File: src/rtl/unpool_upsample_2x.sv
// Streaming 2x2 unpooling: each pooled pixel becomes a 2x2 cell, either replicated
// (nearest) or placed top-left with zeros elsewhere. The second row of each cell pair comes from a line buffer.
module unpool_upsample_2x #(
  parameter int DATA_W = 8,
  parameter int IN_W   = 8,
  parameter int IN_H   = 8
) (
  input  logic              clk,
  input  logic              rst,
  input  logic              mode,
  input  logic [DATA_W-1:0] in_data,
  input  logic              in_valid,
  output logic              in_ready,
  output logic [DATA_W-1:0] out_data,
  output logic              out_valid,
  input  logic              out_ready,
  output logic              frame_done
);

  localparam int CW = (IN_W > 1) ? $clog2(IN_W) : 1;
  localparam int RW = (IN_H > 1) ? $clog2(IN_H) : 1;
  localparam logic [CW-1:0] COL_LAST = CW'(IN_W - 1);
  localparam logic [RW-1:0] ROW_LAST = RW'(IN_H - 1);

  typedef enum logic {PH_A, PH_B} phase_t;

  logic [DATA_W-1:0] out_data_reg;
  logic              out_valid_reg;
  logic              frame_done_reg;
  logic              dup_reg;
  logic [CW-1:0]     col_reg;
  logic [RW-1:0]     row_reg;
  phase_t            phase_reg;
  logic              mode_q_reg;

  logic [DATA_W-1:0] lb [IN_W];

  logic              dup_next;
  logic [CW-1:0]     col_next;
  logic [RW-1:0]     row_next;
  phase_t            phase_next;
  logic              frame_end;
  logic              need_in_next;
  logic              out_fire;
  logic              in_fire;
  logic [CW-1:0]     ld_col;
  logic [RW-1:0]     ld_row;
  logic [DATA_W-1:0] beat_value;

  // Position of the beat that follows the one currently in the output register.
  always_comb begin
    dup_next   = ~dup_reg;
    col_next   = col_reg;
    row_next   = row_reg;
    phase_next = phase_reg;
    frame_end  = 1'b0;
    if (dup_reg) begin
      if (col_reg != COL_LAST) begin
        col_next = col_reg + 1'b1;
      end else begin
        col_next = '0;
        if (phase_reg == PH_A) begin
          phase_next = PH_B;
        end else begin
          phase_next = PH_A;
          if (row_reg != ROW_LAST) begin
            row_next = row_reg + 1'b1;
          end else begin
            row_next  = '0;
            frame_end = 1'b1;
          end
        end
      end
    end
  end

  // A fresh pixel is needed only for a phase-A dup-0 beat inside the current frame;
  // the frame's first pixel waits for the frame_done cycle to pass.
  assign need_in_next = dup_reg && (phase_next == PH_A) && !frame_end;
  assign out_fire     = out_valid_reg && out_ready;
  assign in_ready     = !frame_done_reg &&
                        (out_valid_reg ? (out_ready && need_in_next) : (phase_reg == PH_A));
  assign in_fire      = in_valid && in_ready;

  assign ld_col = out_valid_reg ? col_next : col_reg;
  assign ld_row = out_valid_reg ? row_next : row_reg;

  always_comb begin
    beat_value = '0;
    if (mode_q_reg) begin
      beat_value = (phase_next == PH_A) ? out_data_reg : lb[col_next];
    end
  end

  always_ff @(posedge clk) begin
    if (rst) begin
      out_data_reg   <= '0;
      out_valid_reg  <= 1'b0;
      frame_done_reg <= 1'b0;
      dup_reg        <= 1'b0;
      col_reg        <= '0;
      row_reg        <= '0;
      phase_reg      <= PH_A;
      mode_q_reg     <= 1'b1;
    end else begin
      frame_done_reg <= out_fire && frame_end;
      if (in_fire && (ld_row == '0) && (ld_col == '0)) begin
        mode_q_reg <= mode;
      end
      if (out_fire) begin
        dup_reg   <= dup_next;
        col_reg   <= col_next;
        row_reg   <= row_next;
        phase_reg <= phase_next;
        if (need_in_next) begin
          out_valid_reg <= in_fire;
          if (in_fire) begin
            out_data_reg <= in_data;
          end
        end else if (frame_end) begin
          out_valid_reg <= 1'b0;
        end else begin
          out_valid_reg <= 1'b1;
          out_data_reg  <= beat_value;
        end
      end else if (!out_valid_reg && in_fire) begin
        out_valid_reg <= 1'b1;
        out_data_reg  <= in_data;
      end
    end
  end

  // Line buffer has no reset so it can map onto RAM.
  always_ff @(posedge clk) begin
    if (!rst && in_fire) begin
      lb[ld_col] <= in_data;
    end
  end

  assign out_data   = out_data_reg;
  assign out_valid  = out_valid_reg;
  assign frame_done = frame_done_reg;

endmodule

File: config.mk
export PLATFORM = sky130hd
export DESIGN_NAME = unpool_upsample_2x
export DESIGN_NICKNAME = d
export VERILOG_FILES = /design/src/rtl/unpool_upsample_2x.sv
export SDC_FILE = /design/constraint.sdc
export NUM_CORES = 1
export LEC_CHECK = 0
export CAP_MARGIN = 25
export CORE_AREA = 2 2 98 100
export CTS_CLUSTER_DIAMETER = 80
export DETAILED_ROUTE_END_ITERATION = 8
export DIE_AREA = 0 0 100 102
export GPL_TIMING_DRIVEN = 0
export MAX_ROUTING_LAYER = met4
export PLACE_DENSITY = 0.64
export SLEW_MARGIN = 20
export SYNTH_ARGS = -nofsm -noshare
export SYNTH_HDL_FRONTEND = slang
export SYNTH_SLANG_ARGS = --single-unit
export TNS_END_PERCENT = 20
File: constraint.sdc
create_clock -name clk -period 2.6 [get_ports clk]
set_input_delay 0.78 -clock clk [delete_from_list [all_inputs] [get_ports clk]]
set_output_delay 0.78 -clock clk [all_outputs]
set_load 0.01 [all_outputs]
==> impl_metrics.toml, run 1 <==
[detailed_routing]
ant_nets = 0
vias = 3158
route.detailed.drc = 0
drt-total-wl_um = 10600
initialDrtViolationCount = 356
routed_via_density = 6.18
drtPass1Iterations = 5
wl_per_cell_um = 20.8

[synth]
synth_top_area_share_pct = 48.2
syn_area_um2 = 3990
ys_ff_latch = 83
synth_top_cell_by_area = "edfxtp_1"
synth-main-ff-cell = "edfxtp_1"
synth_nets = 373
synth_area_leaders = "edfxtp_1 (48%), dfxtp_1 (9.5%), o21ai_0 (6.9%)"
ys_async_sr_fraction_pct = 0
yosysWarnings = 0
yosysSeqAreaShare_pct = 57.7
synthCells = 355
syn_area_per_cell_um2 = 11.2
synth_enable_flop_cells = 64
post_synth_num_cell_types = 48

[sta]
slew_headroom_pct = 41.6
finalHoldViolCount = 0
tightest_slew_ps = 876
fin_crit_ps = 2530
final_max_slew_viol_count = 0
rsz0062_at_grt = "true"
tns_ps = 0
worst_slack_ps = 66.2
max_freq_mhz = 395
fin_worst_skew_ps = 7.98
post-route-period-util_pct = 97.5
setup_viol = 0

[place]
hpwl_um = 6930
place_inst = 489
dpl_worst_slack_ps = -739
portBuffers = 23
finalWeightedCongestion = 0.858

[floorplan]
die-area_um2 = 10200
rows = 35
die_y_um = 102
io_pins = 24
die_w_um = 100
coreArea_um2 = 9110
start_util_pct = 43.8

[worst_setup_path]
cp.required_ps = 1820
cp-end-kind = "primary output"
startpoint_type = "register"
worst-setup-path-type = "register to primary output"
critPathArrivalTime_ps = 1750
reg2reg_depth = 7
crit_fanout = 8

[layout]
finalNonFillerCells = 511
fin_nets = 413
drive_gt1_share_pct = 18.0
largest_reg_flops = 64
post-route-util_pct = 52.4
multi_input_area_um2 = 1690
syn2layout_area_growth_pct = 19.8
fillers = 808
n_antenna_cell = 0
register_area_um2 = 2310

[global_route]
grt_overflow = 0
antenna_found_initial = 0
grt_pass1_wl_um = 16500
global_route.usage.total_pct = 22.1
grt_pass1_vias = 3027
grt_max_degree = 16

[pwr]
p_leak_nw = 1.62
finalPower_mw = 2.74
irDropWorstVdd_mv = 0.302
cellPowerDensity_nw_per_um2 = 573

[clock_tree]
cts_root_buf = "clkbuf_8"
cts_tree = "yes"
cts.sinks = 83
htreeDepth = 3
insertion_delay_ps = 360
clkTransAtPathRegs_ps = 80
numCtsBuffers = 9
cts_hold_buffers = 0
cts_buffer_depth = 2

[min_path]
hp-class = "register to register"
hold_depth = 2

[status]
status = "finished, final reports clean"

[job]
maxCapViolCount = 0
==> critical path, stage by stage, from the launching register on <==
cell and delay [ps]:
dfxtp_4 350, ha_2 200, ha_4 200, nand3b_1 200, a21oi_2 180, nor2_1 60
nor2_1 80, buf_2 130
==> worst paths after layout <==
kind,from,to,slack [ps]
worst max-delay path,col_reg[0]$_SDFFE_PP0P_,in_ready,70
worst min register to register,row_reg[0]$_SDFFE_PP0P_,row_reg[0]$_SDFFE_PP0P_,530
worst max register to register,col_reg[1]$_SDFFE_PP0P_,lb[0][6]$_DFFE_PP_,90
worst min-delay path,row_reg[0]$_SDFFE_PP0P_,row_reg[0]$_SDFFE_PP0P_,530
==> per-stage QoR <==
stage / hold slack, ps / instance area [um2]
final: 534 / 4780
after global routing: 566 / 4780
after CTS: 566 / 4720
after detailed placement: 547 / 4360
after global placement: 519 / 4360
after floorplan: 488 / 3990
==> repair_timing <==
| item | 4_1_cts | 5_1_grt |
|---|---|---|
| cloned | 0 | 0 |
| setup buffers | 3 | 4 |
| setup endpoints to repair | 74 | 65 |
| resized for setup | 35 | 12 |
| pin swaps | 5 | 2 |
==> final cells by class <==
class / count / share of cell area (%)
buffer: 17 / 1.89
clock buffer: 9 / 2.59
clock inverter: 7 / 1.60
inverter: 5 / 0.393
multi-input combinational: 249 / 35.4
sequential: 83 / 48.4
tap: 111 / 2.91
timing repair buffer: 30 / 6.84
==> report_power, final <==
group / switching, mW / internal [mW]
logic: 0.177 / 0.139
clock network: 0.508 / 0.451
registers: 0.0133 / 1.45
==> synth_stat cells (4+ instances only) <==
library cell / n
nand2_1: 24
nor3_1: 5
dfxtp_1: 19
a221o_1: 7
buf_2: 5
mux2_2: 8
o221ai_1: 7
a21oi_1: 7
and2_1: 10
nor2_1: 27
inv_1: 5
edfxtp_1: 64
nor2b_1: 4
nand2b_1: 4
and3_1: 15
nand3_1: 5
clkbuf_1: 11
mux2i_1: 6
o21ai_0: 55
a32o_1: 7
ha_1: 5
o22ai_1: 9
a31oi_1: 11
==> metal layers <==
metal	GRT usage, %	share of wire (%)	up-vias
li1	-	-	1466
met2	34.1	47	129
met3	3.69	5.6	13
met1	30.4	46	1550
met4	6.32	1.3	0
met5	-	0	-
==> cell usage in the layout (no fill, tap or decap), types with 7 or more instances in the layout <==
cell,n
o21ai_0,54
nor2_1,19
o221ai_1,7
clkdlybuf4s50_1,21
edfxtp_1,64
clkbuf_1,7
o22ai_1,9
dfxtp_1,15
a221o_1,7
clkbuf_8,9
a31oi_1,11
and3_1,15
and2_1,10
mux2_2,8
nor2_4,8
nand2_1,23
a32o_1,7
==> cell families after synthesis <==
group	synth area share [%]
AO/OA/AOI/OAI	19.9
multiplexers	3.77
AND/OR/NAND/NOR	14.0
adder cells (fa/ha/maj)	1.57
buffers and inverters	2.60
XOR/XNOR	0.439
flip-flops	57.7
No activity file was read; power rests on OpenSTA's default activity.
==> run 2, diff against run 1 <==
--- a/config.mk
+++ b/config.mk
@@ -13,6 +13,7 @@
 export GPL_TIMING_DRIVEN = 0
 export MAX_ROUTING_LAYER = met4
 export PLACE_DENSITY = 0.64
+export SETUP_SLACK_MARGIN = 0.05
 export SLEW_MARGIN = 20
 export SYNTH_ARGS = -nofsm -noshare
 export SYNTH_HDL_FRONTEND = slang
==> impl_metrics.toml, run 2 (synthesis results as in run 1) <==
[status]
status = "finished, final reports clean"

[sta]
setup_viol = 0
fin_crit_ps = 2500
fin_worst_skew_ps = 6.35
max_freq_mhz = 401
post-route-period-util_pct = 96.0
slew_headroom_pct = 38.6
rsz0062_at_grt = "true"
finalHoldViolCount = 0
final_max_slew_viol_count = 0
worst_slack_ps = 104
tightest_slew_ps = 921

[layout]
layout_common_cells = "edfxtp_1 (64), o21ai_0 (55), nand2_1 (23), clkdlybuf4s50_1 (21), nor2_1 (19)"
fillers = 800
final_common_cell = "edfxtp_1"
drive_gt1_share_pct = 18.5
largest_reg_flops = 64
n_antenna_cell = 0
finalNonFillerCells = 512
fin_nets = 414
final_cell_area_um2 = 4810
syn2layout_area_growth_pct = 20.6

[clock_tree]
htreeDepth = 3
clkTransAtPathRegs_ps = 90
cts_root_buf = "clkbuf_8"
cts.sinks = 83
cts_tree = "yes"
cts_buffer_depth = 2
cts_hold_buffers = 0
insertion_delay_ps = 350
numCtsBuffers = 9

[detailed_routing]
route.detailed.drc = 0
ant_nets = 0
drtPass1Iterations = 5
initialDrtViolationCount = 331
routed_via_density = 6.14
vias = 3145
drt-total-wl_um = 10700
wl_per_cell_um = 20.8

[worst_setup_path]
path_cells = "ha_4 -> ha_4 -> nand3b_1 -> a21oi_2 -> nor2_1 -> nor2_1 -> buf_2"
reg2reg_depth = 8
critPathMaxStageDelay_ps = 390
cp.required_ps = 1820
worst_path_max_delay_cell = "dfxtp_4"
cp-end-kind = "primary output"
reg2reg_slack_ps = 210
startpoint_type = "register"
critPathArrivalTime_ps = 1720
r2r-start = "col_reg[1]$_SDFFE_PP0P_"
crit_fanout = 9
crit_buf_inv = 1
timing.rr.end = "out_data[6]$_SDFFE_PP0P_"
crit_family = "flip-flops"
worst-setup-path-type = "register to primary output"

[pwr]
cellPowerDensity_nw_per_um2 = 569
irDropWorstVdd_mv = 0.301
p_leak_nw = 1.63

[floorplan]
die_y_um = 102
die-area_um2 = 10200
rows = 35
coreArea_um2 = 9110
die_w_um = 100
start_util_pct = 43.8
io_pins = 24

[job]
maxCapViolCount = 0

[global_route]
grt_pass1_wl_um = 16700
grt_overflow = 0
global_route.usage.total_pct = 22.4
grt_pass1_vias = 3084
antenna_found_initial = 0
grt_max_degree = 16

[min_path]
hp-class = "register to register"
whs_endpoint = "row_reg[0]$_SDFFE_PP0P_"
hold_depth = 2
min-delay-start = "row_reg[0]$_SDFFE_PP0P_"

[place]
portBuffers = 23
hpwl_um = 6930
postPlaceCellArea_um2 = 4360
place_inst = 489
dpl_worst_slack_ps = -739
finalWeightedCongestion = 0.858
[run 2: worst max-delay path by stage]
stage / startpoint / to / depth (start not counted)
2_1_floorplan: col_reg[1]$_SDFFE_PP0P_ / lb[0][0]$_DFFE_PP_ / 7
3_3_place_gp: out_ready / lb[2][3]$_DFFE_PP_ / 6
3_5_place_dp: out_ready / lb[4][3]$_DFFE_PP_ / 6
4_1_cts: col_reg[1]$_SDFFE_PP0P_ / lb[0][6]$_DFFE_PP_ / 7
5_1_grt: col_reg[1]$_SDFFE_PP0P_ / in_ready / 7
6_report: col_reg[1]$_SDFFE_PP0P_ / in_ready / 7
[run 2: stage by stage]
step / setup TNS, ps / total power [mW] / hold slack, ps / utilization [%]
after global routing: 0 / 2.82 / 570 / 52.8
after detailed placement: -46670 / 1.79 / 547 / 47.8
final: 0 / 2.74 / 534 / 52.8
after global placement: -47630 / 1.79 / 519 / 47.8
after CTS: 0 / 2.73 / 541 / 52.5
after floorplan: 0 / 1.67 / 488 / -
[run 2: power breakdown]
group	internal, mW	leakage (nW)	switching, mW
Sequential	1.45	0.735	0.0141
Clock	0.451	0.0979	0.504
Combinational	0.141	0.801	0.177
Total	2.04	1.63	0.695
[run 2: cell type report]
| cell class | count | area, um2 | area share (%) |
|---|---|---|---|
| Tap cell | 111 | 139 | 2.89 |
| Inverter | 5 | 18.8 | 0.390 |
| Sequential cell | 83 | 2310 | 48.1 |
| Multi-Input combinational cell | 249 | 1700 | 35.4 |
| Buffer | 17 | 90.1 | 1.87 |
| Clock inverter | 7 | 76.3 | 1.59 |
| Clock buffer | 9 | 124 | 2.58 |
| Timing Repair Buffer | 31 | 347 | 7.21 |
[run 2: per-layer routing]
| layer | share of wire, % | up-vias | global-route usage (%) |
|---|---|---|---|
| li1 | - | 1468 | - |
| met1 | 44 | 1505 | 30.7 |
| met2 | 47 | 152 | 33.7 |
| met3 | 7.3 | 20 | 4.17 |
| met4 | 1.7 | 0 | 7.59 |
| met5 | 0 | - | - |
[run 2: repair_timing]
item,CTS,global route
buffers inserted,6,2
pin swaps,6,1
resized for setup,39,8
setup endpoints to repair,74,73
[run 2: worst min-delay path, stage by stage (launching register included)]
cell,delay [ps]
dfxtp_2,360
mux2i_1,70
nor2_1,70
==> RTL edit, RTL diff (config.mk and constraints of run 2) <==
Set the parameter `IN_H` to 4 (it was 8).
--- a/src/rtl/unpool_upsample_2x.sv
+++ b/src/rtl/unpool_upsample_2x.sv
@@ -3,7 +3,7 @@
 module unpool_upsample_2x #(
   parameter int DATA_W = 8,
   parameter int IN_W   = 8,
-  parameter int IN_H   = 8
+  parameter int IN_H   = 4
 ) (
   input  logic              clk,
   input  logic              rst,
Function: no difference found for any inputs over 10 cycles, from zero or initial values and one cycle with rst high; that may be too few to reach the edited logic, so the function may still have changed.
==> RTL edit against run 2 <==
  * Sequential share of layout area fell by 0.42 points
  * Power decreased by 4.6%
  * Setup slack got worse by 1.6 ps
  * Design area decreased by 0.10%
  * Critical path type is now in2reg
  * First-iteration DRC count down 43%
  * Wire length decreased by 1.2%
  * Global-route usage is 0.52 points higher
  * Sequential cell count decreased by 1
  * Fmax is essentially flat
  * Via count is 4.3% lower
  * Area after synthesis decreased by 1.9%
  * Highest routed layer unchanged
==> RTL edit: results (changes against run 2) <==
layout cell share with drive strength beyond 1=20.4% (+2.0 points); Worst-Margin Slew=697 ps (-224 ps); CTS root buffer=clkbuf_8; nets@finish=404 (-2.4%); worst reg-to-reg setup slack=130 ps (-80 ps); GRT Total Usage=22.9% (+0.52 points); Placed Area=4340 um^2 (-0.46%); Post-synth top cells=64 x edfxtp_1, 35 x nor2_1, 30 x nand2_1; dpl hpwl=6630 um (-4.4%); post-layout util=52.7% (-0.055 points); fill count=783 (-2.1%); Unique masters post-synth=54 (+13%); global-route wire length before repair=16600 um (-0.66%); CTS buffer count=9 (unchanged); skew final=12.3 ps (+5.97 ps); CP Max Fanout=10 (+1); wire per inst=20.9 um (+0.59%); Detailed Route Iter0 Violations=190 (-43%); max reg flops=64 (unchanged); critical path arrival=2560 ps (+840 ps); status=completed; slowest CP cell=a211o_1; main area contributors after synthesis=edfxtp_1 49%, dfxtp_1 9.2%, a21boi_0 4.4%; syn_nets=355 (-4.8%); gpl congestion=0.886 (+3.3%); number of vias per cell=5.99 (-2.5%); family with the most delay on the worst path=buffers and inverters; register area share after synthesis=58.4% (+0.63 points); largest net degree at the start of global routing=15 (-1)
RTL edit: logic make-up (layout without fill, tap and decap cells):
| kind of cell | Yosys count | after routing | share of synthesized area, % |
|---|---|---|---|
| AOI/OAI and AO/OA | 107 | 107 | 21.3 |
| and+or+nand+nor | 96 | 96 | 11.7 |
| DFF | 82 | 82 | 58.4 |
| buffers and inverters | 41 | 95 | 5.25 |
| muxes | 6 | 6 | 1.66 |
| adders and majority gates | 4 | 4 | 1.28 |
| xor gates and xnor gates | 2 | 2 | 0.448 |
RTL edit: through the flow:
stage          hold slack (ps)  worst slack, ps  std cells
6_report                   495              103        503
5_1_grt                    522            -29.7        503
4_1_cts                    500            -37.8        497
3_5_place_dp               480            -1030        477
3_3_place_gp               478            -1590        472
2_1_floorplan              488            -96.7        338
RTL edit: repair_timing:
| action | in CTS | in global routing |
|---|---|---|
| pin swaps | 4 | 6 |
| resized for setup | 32 | 19 |
| endpoints found under the setup margin | 73 | 62 |
| buffers inserted | 4 | 5 |
| hold endpoints to repair | 0 | 0 |
RTL edit: worst paths after layout:
check | from | end | cells after the start
max | out_ready | lb[3][3]$_DFFE_PP_ | 8
min | out_data[1]$_SDFFE_PP0P_ | out_data[1]$_SDFFE_PP0P_ | 1
max reg2reg | col_reg[0]$_SDFFE_PP0P_ | out_data[3]$_SDFFE_PP0P_ | 6
min reg2reg | out_data[1]$_SDFFE_PP0P_ | out_data[1]$_SDFFE_PP0P_ | 1
RTL edit: layer usage:
metal	track usage [%]	share of wire (%)
met1	27.8	41
met2	35.8	48
met3	5.40	8.7
met4	12.0	2.4
met5	-	0
RTL edit: report_power, final:
group	internal [mW]	switching [mW]	total, mW	leakage (nW)
logic	0.110	0.146	0.257	0.861
clock network	0.446	0.462	0.908	0.0966
registers	1.43	0.0131	1.44	0.726
total	1.99	0.621	2.61	1.68
RTL edit: final cells by class:
cell class	count	share of cell area, %
multi-input cells	215	33.3
clock buffers	10	2.66
clock inverters	6	1.35
inverters	22	1.72
repair buffers	38	7.73
plain buffers	19	2.73
flip-flops and latches	82	47.7
well taps	111	2.89
RTL edit: worst reg2reg max path, stage by stage, from the launching register on:
cell and delay, ps:
dfxtp_2 370, buf_6 160, clkbuf_1 550, a21oi_1 330, buf_4 270, o32a_1 350, a221o_1 320
